==> src/rtl/pipe_stage_ctrl.sv <==
// pipe_stage_ctrl: sequencing controller for the four inter-stage buffers of
// the 16-bit core (IF/ID, ID/EX, EX/MEM, MEM/WB). It resolves wide 32-bit
// memory accesses, taken branches, load-use hazards and interrupt injection,
// and counts PC-hold cycles in a saturating counter.
//
// Ports:
//   clk, rst                  clock, synchronous active-high reset
//   i_ex_mem_read, i_ex_rdst  load in EX and its destination register
//   i_id_rsrc1/2, i_id_use1/2 source registers of ID and whether they are read
//   i_branch_taken            branch resolved taken in EX
//   i_mem_wide                EX/MEM instruction needs a two-half access
//   i_int                     external interrupt request
//   o_en_*                    buffer load enables
//   o_flush_*                 buffer loads a bubble when enabled
//   o_pc_hold                 PC does not update
//   o_mem_half                0 = low half / first cycle, 1 = high half
//   o_int_inject              IF/ID loads the INT pseudo-instruction
//   o_stall_cnt               saturating count of PC-hold cycles
//
// Control outputs are combinational (Mealy) from state and inputs; the
// buffers act on them at the next rising edge.
module pipe_stage_ctrl #(
    parameter int unsigned CNT_W   = 16,
    parameter int unsigned RegAddr = 3
) (
    input  logic               clk,
    input  logic               rst,
    input  logic               i_ex_mem_read,
    input  logic [RegAddr-1:0] i_ex_rdst,
    input  logic [RegAddr-1:0] i_id_rsrc1,
    input  logic [RegAddr-1:0] i_id_rsrc2,
    input  logic               i_id_use1,
    input  logic               i_id_use2,
    input  logic               i_branch_taken,
    input  logic               i_mem_wide,
    input  logic               i_int,
    output logic               o_en_ifid,
    output logic               o_en_idex,
    output logic               o_en_exmem,
    output logic               o_en_memwb,
    output logic               o_flush_ifid,
    output logic               o_flush_idex,
    output logic               o_flush_memwb,
    output logic               o_pc_hold,
    output logic               o_mem_half,
    output logic               o_int_inject,
    output logic [CNT_W-1:0]   o_stall_cnt
);

    typedef enum logic {
        ST_RUN   = 1'b0,
        ST_WIDE2 = 1'b1
    } state_t;

    state_t             state;
    state_t             state_nxt;
    logic               int_pend;
    logic               int_pend_nxt;
    logic               int_take;
    logic               load_use;
    logic [CNT_W-1:0]   stall_cnt;

    // Load in EX writes a register that the ID instruction actually reads.
    assign load_use = i_ex_mem_read &&
                      ((i_id_use1 && (i_id_rsrc1 == i_ex_rdst)) ||
                       (i_id_use2 && (i_id_rsrc2 == i_ex_rdst)));

    // Next-state and control outputs; priority wide > branch > load-use > int.
    always_comb begin
        state_nxt     = ST_RUN;
        int_take      = 1'b0;
        o_en_ifid     = 1'b1;
        o_en_idex     = 1'b1;
        o_en_exmem    = 1'b1;
        o_en_memwb    = 1'b1;
        o_flush_ifid  = 1'b0;
        o_flush_idex  = 1'b0;
        o_flush_memwb = 1'b0;
        o_pc_hold     = 1'b0;
        o_mem_half    = 1'b0;
        o_int_inject  = 1'b0;

        if (rst) begin
            // Bubble every buffer; EX/MEM is bubbled by the flushed ID/EX.
            o_flush_ifid  = 1'b1;
            o_flush_idex  = 1'b1;
            o_flush_memwb = 1'b1;
            o_pc_hold     = 1'b1;
        end else begin
            case (state)
                ST_RUN: begin
                    if (i_mem_wide) begin
                        // First half: freeze front end, bubble into WB.
                        o_en_ifid     = 1'b0;
                        o_en_idex     = 1'b0;
                        o_en_exmem    = 1'b0;
                        o_flush_memwb = 1'b1;
                        o_pc_hold     = 1'b1;
                        state_nxt     = ST_WIDE2;
                    end else if (i_branch_taken) begin
                        o_flush_ifid = 1'b1;
                        o_flush_idex = 1'b1;
                    end else if (load_use) begin
                        o_en_ifid    = 1'b0;
                        o_flush_idex = 1'b1;
                        o_pc_hold    = 1'b1;
                    end else if (int_pend) begin
                        // Hold PC so the interrupted instruction is refetched.
                        o_int_inject = 1'b1;
                        o_pc_hold    = 1'b1;
                        int_take     = 1'b1;
                    end
                end
                ST_WIDE2: begin
                    o_mem_half = 1'b1;
                    if (i_branch_taken) begin
                        o_flush_ifid = 1'b1;
                        o_flush_idex = 1'b1;
                    end else if (load_use) begin
                        o_en_ifid    = 1'b0;
                        o_flush_idex = 1'b1;
                        o_pc_hold    = 1'b1;
                    end
                end
                default: begin
                    state_nxt = ST_RUN;
                end
            endcase
        end
    end

    // A new request wins over the clear in the same cycle.
    assign int_pend_nxt = i_int | (int_pend & ~int_take);

    // State, pending interrupt and saturating stall counter.
    always_ff @(posedge clk) begin
        if (rst) begin
            state     <= ST_RUN;
            int_pend  <= 1'b0;
            stall_cnt <= '0;
        end else begin
            state    <= state_nxt;
            int_pend <= int_pend_nxt;
            if (o_pc_hold && (stall_cnt != {CNT_W{1'b1}})) begin
                stall_cnt <= stall_cnt + CNT_W'(1);
            end
        end
    end

    assign o_stall_cnt = stall_cnt;

endmodule

==> config.mk <==
export PLATFORM = sky130hd
export DESIGN_NAME = pipe_stage_ctrl
export DESIGN_NICKNAME = d
export VERILOG_FILES = /design/src/rtl/pipe_stage_ctrl.sv
export SDC_FILE = /design/constraint.sdc
export NUM_CORES = 1
export LEC_CHECK = 0
export CAP_MARGIN = 20
export CORE_ASPECT_RATIO = 1.75
export CORE_MARGIN = 1.5
export CORE_UTILIZATION = 39
export DETAILED_ROUTE_END_ITERATION = 12
export GPL_TIMING_DRIVEN = 0
export MAX_ROUTING_LAYER = met4
export PLACE_DENSITY = 0.87
export SLEW_MARGIN = 30
export SYNTH_ARGS = -nofsm -noshare
export SYNTH_HDL_FRONTEND = slang
export SYNTH_SLANG_ARGS = --single-unit
==> constraint.sdc <==
create_clock -name clk -period 2.08 [get_ports clk]
set_input_delay 0.624 -clock clk [delete_from_list [all_inputs] [get_ports clk]]
set_output_delay 0.624 -clock clk [all_outputs]
set_load 0.05 [all_outputs]
# After elaboration in Yosys (flattened, before gate mapping)
# Index checks and enable logic that the tools add are counted.
[op_classes] addsub=1 bitwise_logic=4 n_mux=34 n_lt_le_gt_ge=0 reduce_logical=5 div_mod_pow=0 n_eq_ne=3 mul=0 shift=0
[op_table] operator="two-way mux 1 bit" n=30
[op_table] operator="adder 16 x 1 -> 16 bit (second input constant)" n=1
[op_table] operator="!= test 16 bit (second input constant)" n=1
[op_table] operator="case mux 1 bit (2 select lines)" n=4
[op_table] operator="equality test 3 bit" n=2
[op_table] operator="logical AND 1 bit" n=4
[op_table] operator="inverter 1 bit" n=2
[op_table] operator="AND 1 bit" n=1
[op_table] operator="logical OR 1 bit" n=1
[op_table] operator="OR 1 bit" n=1
[totals] n_memories=0 latchBits=0 in_bits=17 word_cells=50 mem_bits_rw=0 romBits=0 regBits=18 out_inout_bits=26

# Logic depth before layout (Yosys ltp)
# Gate-level depths: netlist of run 1.
[logic_depth] word_depth=12 depth_mapped=8

# Worst setup path before layout of run 1
# Ideal clock, no wire load.
[synth_timing] path_type="input-to-output" from="in rst" to="out o_en_ifid" arrival_time_ns=2.037 cell_stages=4 setup_slack_ns=-0.581 cell_sequence="clkbuf_1 > clkbuf_1 > nor2_1 > a21oi_1"
[synth_between] elab_chain_cells=1
[synth_lines] item="start, declared" line="27" text="input logic rst,"
[synth_lines] item="two-way mux 1 bit" line="83" text="if (rst) begin"
[synth_lines] item="end, declared" line="37" text="output logic o_en_ifid,"
# Every way passes these cells.

# Worst setup path after layout of run 1
[layout_timing] from="in i_id_rsrc2[0]" to="out o_int_inject"
[layout_between] elab_chain_cells=9
[layout_lines] item="start, declared" line="31" text="input logic [RegAddr-1:0] i_id_rsrc2,"
[layout_lines] item="equality test 3 bit" line="66" text="(i_id_use2 && (i_id_rsrc2 == i_ex_rdst)));"
[layout_lines] item="logical AND 1 bit" line="66"
[layout_lines] item="logical OR 1 bit" line="65" text="((i_id_use1 && (i_id_rsrc1 == i_ex_rdst)) ||"
[layout_lines] item="logical AND 1 bit" line="64" text="assign load_use = i_ex_mem_read &&"
[layout_lines] item="two-way mux 1 bit" line="103" text="end else if (load_use) begin"
[layout_lines] item="two-way mux 1 bit" line="100" text="end else if (i_branch_taken) begin"
[layout_lines] item="two-way mux 1 bit" line="92" text="if (i_mem_wide) begin"
[layout_lines] item="two-way mux 1 bit" line="90" text="case (state)"
[layout_lines] item="two-way mux 1 bit" line="83"
[layout_lines] item="end, declared" line="46" text="output logic o_int_inject,"
# Every way passes these cells.

==> impl_metrics.env, run 1 <==
export IMPL_cp_data_required_time_ps=1460
export IMPL_start_util=0.404
export IMPL_violations="negative setup slack"
export IMPL_yosys_most_used_dff="dfxtp_1"
export IMPL_endpoint_kind="output port"
export IMPL_io_pins=43
export IMPL_cts_sinks=18
export IMPL_worstSetupStartpointType="input pin"
export IMPL_cts_root_buf="clkbuf_8"
export IMPL_hold_path_class="flip-flop to flip-flop"
export IMPL_cts_path_max_buffers=2
export IMPL_grt_ovfl_total=0
export IMPL_first_pass_iters=4
export IMPL_clk_latency_ps=270
export IMPL_slew_headroom=0.662
export IMPL_drc=0
export IMPL_drive_above_1_share=0.394
export IMPL_synth_top_area_cell="dfxtp_1"
export IMPL_final_cell_area_um2=1870
export IMPL_cts_buffers=3
export IMPL_routedWlPerCell_um=15.7
export IMPL_fp_dieH_um=72.9
export IMPL_final_max_slew_viol_count=0
export IMPL_hpwl_mm=2.26
export IMPL_routed_via_density=5.74
export IMPL_postRouteAntennaNets=0
export IMPL_synth_top_area_frac=0.331
export IMPL_vdd_ir_drop_max_mv=0.458
export IMPL_postPlaceCellArea_um2=1630
export IMPL_grt_pass1_wl_mm=5.00
export IMPL_crit_type="input pin to output port"
export IMPL_avgSynthCellArea_um2=8.24
export IMPL_finClkSkew_ps=3.56
export IMPL_gp_congestion=0.832
export IMPL_synth_warnings=0
export IMPL_track_usage=0.214
export IMPL_crit_fanout=2
export IMPL_finalHoldViolCount=0
export IMPL_power_density_nw_per_um2=509
export IMPL_status="finished with violations"
export IMPL_grt_max_degree=11
export IMPL_die_w_um=42.9
export IMPL_rows=25
export IMPL_synth_edff_count=0
export IMPL_worstPathArrival_ps=1760
export IMPL_fin_crit_sh=1.14
export IMPL_maxCapViolations=0
export IMPL_grt_pass1_vias=1101
export IMPL_async_flop_share=0
export IMPL_hold_buffers=0
export IMPL_dpl_worst_slack_ps=-1560
export IMPL_synth_area_leaders="dfxtp_1 33%, nor2_1 5.2%, xnor2_1 4.8%"
export IMPL_vias=1234
export IMPL_fmax_ghz=0.420
export IMPL_synth_fp_nets=150
export IMPL_cts_htree_levels=1
export IMPL_fin_crit_ps=2380
export IMPL_ys_ff_latch=18
export IMPL_areaGrowthSynthToFinish_pct=71.7
export IMPL_io_buffers=40
export IMPL_syn_area_um2=1090
export IMPL_holdWs_ps=531
export IMPL_worst_slack_ps=-300
export IMPL_worst_pin_slew_ps=506
export IMPL_power_leakage_nw=0.816
export IMPL_n_antenna_cell=0
export IMPL_drtIter0Drc=18
export IMPL_clkTransAtPathRegs_ps=70
export IMPL_cts_tree="built"
export IMPL_fin_nets=207
export IMPL_ys_types=36
export IMPL_die_area_um2=3130
export IMPL_ys_seq_area_frac=0.331
export IMPL_core_um2=2690
export IMPL_fin_setup_tns_ps=-1120
export IMPL_setup_viol=7
export IMPL_drt_wl_total_mm=3.37
export IMPL_synth_cells=132
export IMPL_rsz0062_at_grt="true"
export IMPL_antenna_found_initial=0
-- cell usage after synthesis (2+ instances only) --
master     n
nor3_1     4
nand3_1    5
xor2_1     4
or2_2      2
nand4_1    6
or4_1      4
nand2b_1   4
nand2_1    9
and4_1     3
a21oi_1    8
or3_1      3
clkbuf_1   4
o31ai_1    2
xnor2_1    6
nor2_1    15
buf_4      2
nor2b_1    4
o21ai_0    8
dfxtp_1   18
mux2i_1    3
inv_1      3
-- path summary, 6_finish.rpt --
kind	start	cells after the start	to	slack, ps
max reg2reg	o_stall_cnt[0]	9	o_stall_cnt[1]	30
min reg2reg	o_stall_cnt[7]	2	o_stall_cnt[7]	530
min	o_stall_cnt[7]	2	o_stall_cnt[7]	530
max	i_id_rsrc2[0]	7	o_int_inject	-300
-- sequential cells by signal, summed over array words and instances, names as in the netlist --
signal / count
o_stall_cnt: 16
state: 1
int_pend: 1
-- cell families after synthesis --
family | count (synthesis) | share of synthesized area
and+or+nand+nor | 63 | 0.321
AOI/OAI and AO/OA | 25 | 0.162
DFF | 18 | 0.331
xor gates and xnor gates | 10 | 0.0805
buffers and inverters | 10 | 0.0483
muxes | 4 | 0.0414
adders and majority gates | 1 | 0.0115
other | 1 | 0.00345
-- worst max-delay path, cell delays in order --
cell and delay (ps):
buf_2 120, xnor2_2 120, nand4_1 170, a21boi_4 100, nor3_4 200, and4bb_4 290, buf_8 150
-- power breakdown --
| part | internal (mW) | total, mW | leakage, nW | switching (mW) |
|---|---|---|---|---|
| Combinational | 0.127 | 0.284 | 0.640 | 0.157 |
| Sequential | 0.356 | 0.369 | 0.147 | 0.0130 |
| Clock | 0.169 | 0.296 | 0.0288 | 0.127 |
-- cell usage in the layout (no fill, tap or decap), types with 3 or more instances in the layout --
master           synthesis  final
a21oi_2                  0      3
mux2i_1                  3      3
nand2_1                  9      9
dfxtp_1                 18     16
clkbuf_8                 0      6
nor2b_1                  4      3
buf_4                    2      7
nor2_4                   0      4
a21oi_1                  8      4
or4_1                    4      3
buf_8                    0      4
o21ai_0                  8      7
xor2_1                   4      4
buf_6                    1     15
clkdlybuf4s15_2          0      3
nor2_1                  15     11
nand2b_1                 4      3
nand4_1                  6      6
and4_1                   3      3
buf_2                    0      6
nor3_1                   4      3
nand3_1                  5      5
xnor2_2                  0      4
dlygate4sd2_1            0     17
-- stage by stage --
stage          instances  utilization  total power [mW]
2_1_floorplan        132            -             0.534
3_3_place_gp         199        0.604             0.615
3_5_place_dp         199        0.604             0.620
4_1_cts              211        0.653             0.931
5_1_grt              215        0.694             0.981
6_report             215        0.694             0.949
-- metal layers --
metal / part of all wire / global-route usage
met5: 0 / -
met4: 0.024 / 0.0938
met3: 0.053 / 0.0297
met2: 0.53 / 0.375
met1: 0.39 / 0.235
-- layout make-up --
| class | instances | area, um^2 |
|---|---|---|
| Buffer | 7 | 65.1 |
| Sequential cell | 18 | 363 |
| Timing Repair Buffer | 52 | 499 |
| Multi-Input combinational cell | 104 | 835 |
| Tap cell | 27 | 33.8 |
| Fill cell | 195 | 823 |
| Inverter | 3 | 16.3 |
| Clock buffer | 4 | 55.1 |
-- timing repair --
| action | 4_1_cts | 5_1_grt |
|---|---|---|
| gates cloned | 0 | 1 |
| pin swaps | 14 | 15 |
| setup buffers | 8 | 3 |
| gates resized for setup | 129 | 20 |
| setup endpoints to repair | 36 | 12 |
Power figures use the tool's default switching activity.
==> run 2, diff against run 1 <==
REMOVE_ABC_BUFFERS = 1   (was default)
==> run 2 against run 1 <==
  * Clock skew about the same
  * Core utilization decreased by 8.0 points
  * The run still ends with negative setup slack left
  * Clock-buffer cell count unchanged
  * Critical path depth unchanged
  * Total power decreased by 6.2%
  * Worst setup slack got worse by 2.3 ps
  * Sequential share of layout area increased by 2.4 points
  * Die area unchanged
  * Clock power decreased by 3%
  * Via count decreased by 6.2%
  * Final cell count decreased by 4.2%
==> impl_metrics.env, run 2 (synthesized netlist as in run 1, its figures left out) <==
export IMPL_status="finished with violations"
export IMPL_violations="negative setup slack"
export IMPL_fin_setup_tns_ps=-885
export IMPL_power_density_nw_per_um2=539
export IMPL_maxCapViolations=0
export IMPL_cts_htree_levels=1
export IMPL_vias=1158
export IMPL_layout_common_cells="19 x dlygate4sd2_1, 18 x dfxtp_1, 14 x nor2_1"
export IMPL_fin_crit_sh=1.15
export IMPL_endpoint_kind="output port"
export IMPL_finalNonFillerCells=206
export IMPL_antenna_found_initial=0
export IMPL_clkTransAtPathRegs_ps=70
export IMPL_finalHoldViolCount=0
export IMPL_worstSetupStartpointType="input pin"
export IMPL_worst_r2r_path_depth=8
export IMPL_clkPwrFrac=0.322
export IMPL_drtIter0Drc=40
export IMPL_io_buffers=41
export IMPL_hold_buffers=0
export IMPL_cts_path_max_buffers=2
export IMPL_p_comb_frac=0.264
export IMPL_cts_tree="built"
export IMPL_final_cell_area_um2=1650
export IMPL_routedWlPerCell_um=15.0
export IMPL_rows=25
export IMPL_fmax_ghz=0.420
export IMPL_finClkSkew_ps=3.47
export IMPL_r2r_end="o_stall_cnt[0]"
export IMPL_grt_max_degree=28
export IMPL_fp_dieH_um=72.9
export IMPL_cts_buffers=3
export IMPL_final_max_slew_viol_count=0
export IMPL_vdd_ir_drop_max_mv=0.487
export IMPL_cts_root_buf="clkbuf_8"
export IMPL_finalPower_uw=890
export IMPL_drive_above_1_share=0.302
export IMPL_fin_nets=198
export IMPL_slowest_stage="and4bb_2"
export IMPL_hold_path_depth=2
export IMPL_holdPathEnd="o_stall_cnt[9]"
export IMPL_grt_pass1_wl_mm=4.95
export IMPL_dp_cells=193
export IMPL_first_pass_iters=4
export IMPL_n_antenna_cell=0
export IMPL_hpwl_mm=2.04
export IMPL_grt_pass1_vias=1183
export IMPL_crit_start="i_ex_rdst[0]"
export IMPL_drt_wl_total_mm=3.08
export IMPL_cp_cell_sequence="buf_8 -> xnor2_2 -> nand4_1 -> a21boi_2 -> nor3_2 -> and4bb_2 -> buf_8"
export IMPL_drc=0
export IMPL_p_sw_uw=273
export IMPL_hold_start="o_stall_cnt[9]"
export IMPL_die_w_um=42.9
export IMPL_start_util=0.404
export IMPL_final_common_cell="dlygate4sd2_1"
export IMPL_cts_sinks=18
export IMPL_fin_crit_ps=2380
export IMPL_holdWs_ps=523
export IMPL_crit_buf_inv=2
export IMPL_p_int_uw=617
export IMPL_worst_slack_ps=-303
export IMPL_track_usage=0.209
export IMPL_swShare=0.307
export IMPL_cp_top_family="simple AND/OR/NAND/NOR gates"
export IMPL_cp_data_required_time_ps=1460
export IMPL_die_area_um2=3130
export IMPL_core_um2=2690
export IMPL_worstPathArrival_ps=1760
export IMPL_hold_path_class="flip-flop to flip-flop"
export IMPL_crit_top_cell="buf_8"
export IMPL_io_pins=43
export IMPL_grt_ovfl_total=0
export IMPL_reg2reg_from="o_stall_cnt[0]"
export IMPL_routed_via_density=5.62
export IMPL_gp_congestion=0.745
export IMPL_met3_length_um=217
export IMPL_power_leakage_nw=0.709
export IMPL_clk_latency_ps=250
export IMPL_crit_fanout=2
export IMPL_met1_length_mm=1.09
export IMPL_wl_met2_mm=1.70
export IMPL_crit_type="input pin to output port"
export IMPL_postPlaceCellArea_um2=1490
export IMPL_rsz0062_at_grt="true"
export IMPL_largest_reg_flops=16
export IMPL_reg2reg_slack_ps=200
export IMPL_pwr_share_seq=0.414
export IMPL_postRouteAntennaNets=0
export IMPL_cpPeakStageDelay_ps=250
export IMPL_areaGrowthSynthToFinish_pct=52.0
export IMPL_top_layer="met4"
export IMPL_setup_viol=4
==> run 2: final cells by class <==
| type | instances | area (um^2) |
|---|---|---|
| well taps | 27 | 33.8 |
| fillers | 241 | 1040 |
| multi-input cells | 105 | 767 |
| clock buffers | 4 | 55.1 |
| inverters | 3 | 11.3 |
| repair buffers | 49 | 425 |
| flip-flops and latches | 18 | 360 |
==> run 2: worst min-delay path, cell delays in order (launching register included) <==
cell and delay (ps):
dfxtp_1 340, o21ai_0 80, a21oi_1 60
==> run 2: repair_timing <==
| action | 4_1_cts | 5_1_grt |
|---|---|---|
| buffers inserted | 8 | 1 |
| pin swaps | 18 | 11 |
| endpoints found under the setup margin | 42 | 14 |
| hold endpoints to repair | 0 | 0 |
| cloned | 1 | 0 |
| resized for setup | 129 | 16 |
==> run 2: how the worst max path moves through the flow <==
stage | depth (start not counted) | slack (ps) | end
after floorplan | 5 | -460 | o_flush_idex
after global placement | 4 | -1560 | o_int_inject
after detailed placement | 4 | -1580 | o_int_inject
after CTS | 7 | -270 | o_int_inject
after global routing | 7 | -350 | o_int_inject
final | 7 | -300 | o_int_inject
==> run 2: metrics by stage <==
stage,util,setup WS [ps]
6_report,0.614,-303
5_1_grt,0.614,-355
4_1_cts,0.597,-268
3_5_place_dp,0.554,-1580
3_3_place_gp,0.554,-1560
2_1_floorplan,-,-458
==> run 2: power groups by stage <==
stage | clock, mW | combinational [mW] | sequential, mW
detailed placement | 0 | 0.213 | 0.376
floorplan | 0 | 0.100 | 0.398
global placement | 0 | 0.206 | 0.374
global route | 0.309 | 0.248 | 0.371
finish | 0.287 | 0.235 | 0.369
CTS | 0.294 | 0.224 | 0.368
==> run 2: layer usage <==
layer / vias up / track usage
met5: - / -
met4: 0 / 0.111
li1: 566 / -
met2: 50 / 0.394
met1: 534 / 0.197
met3: 8 / 0.0248
